--- src/rtl/result_writer.sv ---
`default_nettype none
// ============================================================================
// Module      : result_writer
// Description : Writes an AXI4-Stream result packet into BRAM port A, bounds
//               it to DEPTH words, and raises a sticky done flag with the
//               packet length. Optional: RESULT_WRITER_CHECKSUM_EN.
// Revision    : 1.0 - initial release
// ============================================================================
module result_writer #(
    parameter int          DATA_WIDTH = 64,
    parameter int          DEPTH      = 64,
    parameter logic [31:0] ADDR_BASE  = 32'h0
) (
    input  logic                    clk,
    input  logic                    reset,
    input  logic [DATA_WIDTH-1:0]   S_AXIS_TDATA,
    input  logic                    S_AXIS_TVALID,
    input  logic                    S_AXIS_TLAST,
    output logic                    S_AXIS_TREADY,
    output logic [31:0]             bram_addra,
    output logic [DATA_WIDTH-1:0]   bram_dina,
    output logic                    bram_ena,
    output logic [DATA_WIDTH/8-1:0] bram_wea,
    input  logic                    done_ack,
    output logic                    done,
    output logic [15:0]             pkt_len,
    output logic                    overflow
`ifdef RESULT_WRITER_CHECKSUM_EN
    ,
    output logic [DATA_WIDTH-1:0]   checksum
`endif
);

    localparam int IDX_W = $clog2(DEPTH + 1);

    localparam logic [1:0] S_IDLE  = 2'd0;
    localparam logic [1:0] S_RECV  = 2'd1;
    localparam logic [1:0] S_DRAIN = 2'd2;
    localparam logic [1:0] S_DONE  = 2'd3;

    localparam logic [IDX_W-1:0] C_DEPTH   = IDX_W'(DEPTH);
    localparam logic [IDX_W-1:0] C_IDX_ONE = IDX_W'(1);

    logic [1:0]       r_state;
    logic [1:0]       w_state_nxt;
    logic [IDX_W-1:0] r_idx;
    logic [IDX_W-1:0] w_idx_wr;
    logic [31:0]      w_addr;
    logic             w_hs;
    logic             w_write;
    logic [15:0]      w_len_inc;

    assign w_hs = S_AXIS_TVALID && S_AXIS_TREADY;

    // ---------------- state register ----------------
    always_ff @(posedge clk or negedge reset) begin
        if (!reset) begin
            r_state <= S_IDLE;
        end else begin
            r_state <= w_state_nxt;
        end
    end

    // ---------------- next-state logic ----------------
    always_comb begin
        w_state_nxt = r_state;
        case (r_state)
            S_IDLE: begin
                if (w_hs) begin
                    if (S_AXIS_TLAST)            w_state_nxt = S_DONE;
                    else if (C_DEPTH == C_IDX_ONE) w_state_nxt = S_DRAIN;
                    else                         w_state_nxt = S_RECV;
                end
            end
            S_RECV: begin
                if (w_hs) begin
                    if (S_AXIS_TLAST)                      w_state_nxt = S_DONE;
                    else if ((r_idx + C_IDX_ONE) == C_DEPTH) w_state_nxt = S_DRAIN;
                end
            end
            S_DRAIN: begin
                if (w_hs && S_AXIS_TLAST) w_state_nxt = S_DONE;
            end
            S_DONE: begin
                if (done_ack) w_state_nxt = S_IDLE;
            end
            default: w_state_nxt = S_IDLE;
        endcase
    end

    // ---------------- output decode ----------------
    // TREADY is held low during reset even though the state already reads IDLE.
    always_comb begin
        S_AXIS_TREADY = reset && (r_state != S_DONE);
        done          = (r_state == S_DONE);
        w_write       = 1'b0;
        if ((r_state == S_IDLE) || (r_state == S_RECV)) begin
            w_write = S_AXIS_TVALID && S_AXIS_TREADY;
        end
    end

    assign w_idx_wr  = (r_state == S_IDLE) ? '0 : r_idx;
    assign w_addr    = ADDR_BASE + ({{(32-IDX_W){1'b0}}, w_idx_wr} << 3);
    assign w_len_inc = (pkt_len == 16'hFFFF) ? pkt_len : pkt_len + 16'd1;

    // ---------------- datapath ----------------
    always_ff @(posedge clk or negedge reset) begin
        if (!reset) begin
            bram_ena   <= 1'b0;
            bram_wea   <= '0;
            bram_addra <= '0;
            bram_dina  <= '0;
            r_idx      <= '0;
            pkt_len    <= '0;
            overflow   <= 1'b0;
`ifdef RESULT_WRITER_CHECKSUM_EN
            checksum   <= '0;
`endif
        end else begin
            if (w_write) begin
                bram_ena   <= 1'b1;
                bram_wea   <= '1;
                bram_addra <= w_addr;
                bram_dina  <= S_AXIS_TDATA;
            end else begin
                bram_ena   <= 1'b0;
                bram_wea   <= '0;
            end

            case (r_state)
                S_IDLE: begin
                    if (w_hs) begin
                        r_idx    <= C_IDX_ONE;
                        pkt_len  <= 16'd1;
                        overflow <= 1'b0;
`ifdef RESULT_WRITER_CHECKSUM_EN
                        checksum <= S_AXIS_TDATA;
`endif
                    end
                end
                S_RECV: begin
                    if (w_hs) begin
                        r_idx   <= r_idx + C_IDX_ONE;
                        pkt_len <= w_len_inc;
`ifdef RESULT_WRITER_CHECKSUM_EN
                        checksum <= checksum + S_AXIS_TDATA;
`endif
                    end
                end
                S_DRAIN: begin
                    if (w_hs) begin
                        pkt_len  <= w_len_inc;
                        overflow <= 1'b1;
`ifdef RESULT_WRITER_CHECKSUM_EN
                        checksum <= checksum + S_AXIS_TDATA;
`endif
                    end
                end
                S_DONE: begin
                    if (done_ack) r_idx <= '0;
                end
                default: r_idx <= '0;
            endcase
        end
    end

endmodule
`default_nettype wire

--- config.mk ---
export PLATFORM = sky130hd
export DESIGN_NAME = result_writer
export DESIGN_NICKNAME = d
export VERILOG_FILES = /design/src/rtl/result_writer.sv
export SDC_FILE = /design/constraint.sdc
export NUM_CORES = 1
export LEC_CHECK = 0
export ABC_AREA = 0
export CAP_MARGIN = 20
export CORE_ASPECT_RATIO = 0.9
export CORE_MARGIN = 10
export CORE_UTILIZATION = 30
export DETAILED_ROUTE_END_ITERATION = 16
export DONT_BUFFER_PORTS = 1
export SYNTH_ARGS = -nofsm -noshare
export SYNTH_HDL_FRONTEND = slang
export SYNTH_SLANG_ARGS = --single-unit
--- constraint.sdc ---
create_clock -name clk -period 2.7 [get_ports clk]
set_input_delay 0.27 -clock clk [delete_from_list [all_inputs] [get_ports clk]]
set_output_delay 0.27 -clock clk [all_outputs]
set_load 0.1 [all_outputs]
Yosys cells after proc, flatten, opt, wreduce, memory -nomap -nowiden
Index checks and enable logic that the tools add are counted.

Add/sub/neg operators: 2. Equal/unequal tests: 14. Muxes and demuxes: 23. Reductions and logical operators: 13.

Operators with widths (number): two-way mux 16 bit (3); case mux 16 bit (2 select lines) (1); two-way mux 7 bit (4); case mux 7 bit (3 select lines) (1); adder 16 x 1 -> 16 bit, second input constant (1); == test 16 bit, second input constant (1); two-way mux 2 bit (7); != test 2 bit, second input constant (7); two-way mux 8 bit (1); case mux 2 bit (4 select lines) (1); AND reduction 4 bit (2); adder 7 x 1 -> 7 bit, second input constant (1); == test 7 bit, second input constant (1); AND reduction 5 bit (1); == test 2 bit, second input constant (2); two-way mux 1 bit (4); nonzero test 2 bit (2); logical AND 1 bit (3); != test 3 bit, second input constant (1); AND reduction 3 bit (1); nonzero test 3 bit (1); == test 2 x 1 -> 1 bit, second input constant (1); logical NOT 2 bit (1); != test 2 x 1 -> 1 bit, second input constant (1); 3 further kinds (3).

Register bits: 106. Input bits: 69. Output and inout port bits: 124. Word-level logic and storage cells: 60.

Depth between registers and ports, before layout
Depth in word-level cells: 6. Depth in mapped cells: 9. Depth with buffers taken out: 7.

Worst setup path before layout
Ideal clock, no wire load.

Kind: reg-to-output. Start: register r_state[0]. End: output S_AXIS_TREADY. Arrival: 2.488 ns. Data required time: 2.430 ns. Slack: -0.058 ns. Cell stages (with the launch flop): 3. Buffers on the path: 0. Cell sequence: dfrtp_1 -> ha_1 -> nor2b_1.

Longest elaborated chain between the ends: 2.

Ends and longest elaborated chain: from (decl) (line 44) `logic [1:0] r_state;`; from (signal assigned) (line 60) `r_state <= w_state_nxt;`; != test 2 bit (line 94) `S_AXIS_TREADY = reset && (r_state != S_DONE);`; logical AND 1 bit (line 94); to (decl) (line 19) `output logic S_AXIS_TREADY,`.

Every way passes these cells.

Final worst setup path
Start: register r_state[0]. End: register pkt_len[13].

Longest elaborated chain between the ends: 5. Elaborated cells between the ends (all ways): 13. Classes of those cells: eq/ne: 6; mux: 1; reduce/logical: 6.

Ends and longest elaborated chain: != test 2 bit (line 94); logical AND 1 bit (line 94); logical AND 1 bit (line 53) `assign w_hs = S_AXIS_TVALID && S_AXIS_TREADY;`; != test 2 x 1 -> 1 bit (no source line) or != test 2 bit (tied branches); AND reduction 4 bit (no source line); to (signal assigned) (line 144) `pkt_len <= w_len_inc;`; to (signal assigned) (line 152) `pkt_len <= w_len_inc;`; to (decl) (line 26) `output logic [15:0] pkt_len,`.

Parallel ways exist; a longest one is shown, timed or not. A chain may end at the register's enable or synchronous reset.

==> impl_metrics.env <==
export IMPL_ys_types=49
export IMPL_grt_pass1_vias=3410
export IMPL_slew_viol_final=0
export IMPL_num_rows=42
export IMPL_cpPeakStageDelay_ns=0.57
export IMPL_cts_sinks=98
export IMPL_overflow=0
export IMPL_period_minus_slack_ns=2.28
export IMPL_crit_path_end_kind="register"
export IMPL_post_dp_cell_area_sq_um=4770
export IMPL_critPathMaxFanout=8
export IMPL_finalSetupViolCount=0
export IMPL_dp_cells=698
export IMPL_drc=0
export IMPL_vias_per_cell=4.66
export IMPL_hold_violations=0
export IMPL_top_level_ports=193
export IMPL_synth_top_family_by_area="simple AND/OR/NAND/NOR gates"
export IMPL_dieArea_sq_um=20400
export IMPL_grt_pass1_wl_microns=18800
export IMPL_synth_compound_area_share_pct=9.24
export IMPL_crit_required_ns=2.91
export IMPL_numCtsBuffers=9
export IMPL_clk_pin_slew_ns=0.07
export IMPL_portBuffers=0
export IMPL_start_util_pct=30.6
export IMPL_totalWireLength_microns=12100
export IMPL_final_cells=715
export IMPL_place_gp_congestion=0.855
export IMPL_dr_pass1_iters=4
export IMPL_final_cell_mix="nand2_1, dfrtp_1, buf_4, conb_1, nor2_1"
export IMPL_cp_cell_sequence="inv_1 -> ha_1 -> nand2_1 -> or4_1 -> o2111ai_2 -> or3_2 -> a21oi_1"
export IMPL_grt_usage_pct=11.6
export IMPL_final_nets=588
export IMPL_ys_seq_area_share_pct=54.2
export IMPL_synth_adder_area_share_pct=1.66
export IMPL_finalCritPeriodShare_pct=84.3
export IMPL_tns_ns=0
export IMPL_fin_area_sq_um=5110
export IMPL_pre_cts_slack_ns=0.452
export IMPL_area_growth_pct=13.1
export IMPL_grt_max_degree=99
export IMPL_die_y_microns=136
export IMPL_syn_inst=502
export IMPL_synthSimpleGateAreaFrac_pct=24.5
export IMPL_netlist_area_sq_um=4520
export IMPL_tritoncts="yes"
export IMPL_antenna_found_initial=0
export IMPL_synth_xor_area_share_pct=0.775
export IMPL_clock_skew_ns=0.00960
export IMPL_synth_area_per_cell_sq_um=9.01
export IMPL_drv_cap=0
export IMPL_cts_path_max_buffers=2
export IMPL_drive_gt1_share_pct=11.4
export IMPL_die_w_microns=149
export IMPL_slew_headroom_pct=28.3
export IMPL_min_path_type="input pin to register"
export IMPL_layout_cells_most_common="nand2_1"
export IMPL_postRouteAntennaNets=0
export IMPL_ys_warn_count=0
export IMPL_critPathLaunchType="register"
export IMPL_dr_total_vias=3330
export IMPL_htreeDepth=3
export IMPL_core_area_sq_um=14800
export IMPL_worstPathArrival_ns=2.49
export IMPL_fmaxAchievable_ghz=0.439
export IMPL_netlist_area_leader_share_pct=54.2
export IMPL_critical_path_class="register to register"
export IMPL_ctsRootBufferMaster="clkbuf_16"
export IMPL_synth_top_area_cell="dfrtp_1"
export IMPL_crit_slowest_cell="or4_1"
export IMPL_status="finished, final reports clean"
export IMPL_synth_ff_type="dfrtp_1"
export IMPL_rsz0062_at_grt="no"
export IMPL_worstSkewPairLatency_ns=0.34
export IMPL_wl_per_cell_microns=17.0
export IMPL_synthMuxAreaShare_pct=1.41
export IMPL_fin_ws_ns=0.423
export IMPL_tightest_slew_ns=1.08
export IMPL_synth_edf_count=0
export IMPL_yosys_top_cells_area="dfrtp_1, nand2_1, buf_4"
export IMPL_postCtsSetupRepairBufs=0
export IMPL_dp_hpwl_microns=8920
export IMPL_antenna_cells=0
export IMPL_async_flop_share_pct=100
export IMPL_first_iter_violations=147
export IMPL_ys_ff_latch=98
==> synthesized netlist by cell type (2+ instances only) <==
library cell and count:
nand2_1 211, dfrtp_1 98, buf_4 33, nor2_1 16
o21ai_0 15, a22o_1 13, clkbuf_1 13, inv_1 10
a21oi_1 7, buf_2 7, ha_1 6, nand3_1 6
o21ai_1 5, nor4_1 4, a41oi_1 3, mux2_2 3
mux2i_1 3, nor3_1 3, o22ai_1 3, or3_1 3
xnor2_1 3, a21o_1 2, nand2b_1 2, nand3b_1 2
nand4_1 2, o211ai_1 2, o31ai_1 2, or2_2 2
or3_2 2, or4_1 2
==> worst paths after layout <==
check                                            start  slack (ns)  cells after the start                         to
min in group asynchronous                        reset        0.48                      2     pkt_len[9]$_DFFE_PN0P_
max in group asynchronous                        reset        1.75                      2      bram_wea[6]$_DFF_PN0_
worst min-delay path                  S_AXIS_TDATA[21]        0.03                      2  bram_dina[21]$_DFFE_PN0P_
worst max-delay path            r_state[0]$_DFFE_PN0P_        0.42                      7    pkt_len[13]$_DFFE_PN0P_
worst min register to register    r_idx[1]$_DFFE_PN0P_        0.58                      2       r_idx[1]$_DFFE_PN0P_
worst max register to register  r_state[0]$_DFFE_PN0P_        0.42                      7    pkt_len[13]$_DFFE_PN0P_
==> final cells by class <==
cell class / count / area (sq um)
multi-input cells: 365 / 1810
repair buffers: 29 / 260
clock inverters: 6 / 82.6
fillers: 1526 / 9650
inverters: 10 / 37.5
clock buffers: 9 / 225
well taps: 198 / 248
flip-flops and latches: 98 / 2460
==> cells by family (layout without fill, tap and decap cells) <==
group                    Yosys count  after routing
multiplexers                       6              6
XOR/XNOR                           4              4
adder cells (fa/ha/maj)            6              6
flip-flops                        98             98
AO/OA/AOI/OAI                     59             59
other                              1             25
AND/OR/NAND/NOR                  265            265
buffers and inverters             63             54
==> registers in the layout, summed over array words and instances (netlist names) <==
| signal | count |
|---|---|
| pkt_len | 16 |
| r_idx | 7 |
| bram_addra | 7 |
| r_state | 2 |
| bram_wea | 1 |
| overflow | 1 |
| bram_dina | 64 |
==> layer usage <==
| metal | vias up | wire length (microns) | part of all wire [%] | track usage (%) |
|---|---|---|---|---|
| li1 | 1596 | - | - | - |
| met1 | 1590 | 4600 | 38 | 12.5 |
| met2 | 138 | 6080 | 50 | 19.4 |
| met3 | 6 | 1360 | 11 | 5.72 |
| met4 | 0 | 85 | 0.70 | 3.87 |
| met5 | - | 0 | 0 | 0 |
==> critical path, delay by kind of cell, from the launching register on <==
family                   cells  cell delay [ns]
AND/OR/NAND/NOR              3             0.86
flip-flops                   1             0.42
adder cells (fa/ha/maj)      1             0.42
AO/OA/AOI/OAI                2             0.34
buffers and inverters        1             0.10
==> timing repair <==
item,CTS,global route
hold endpoints to repair,98,0
resized for setup,0,0
hold buffers,2,0
==> through the flow <==
| step | util [%] | hold slack, ns |
|---|---|---|
| after floorplan | - | -0.0256 |
| after global placement | 32.3 | -0.0218 |
| after detailed placement | 32.3 | -0.0217 |
| after CTS | 34.6 | 0.00693 |
| after global routing | 34.6 | 0.0101 |
| final | 34.6 | 0.0311 |
Power is not shown: default switching activity piles up to over one toggle a cycle in this logic, so the estimate is an artifact.
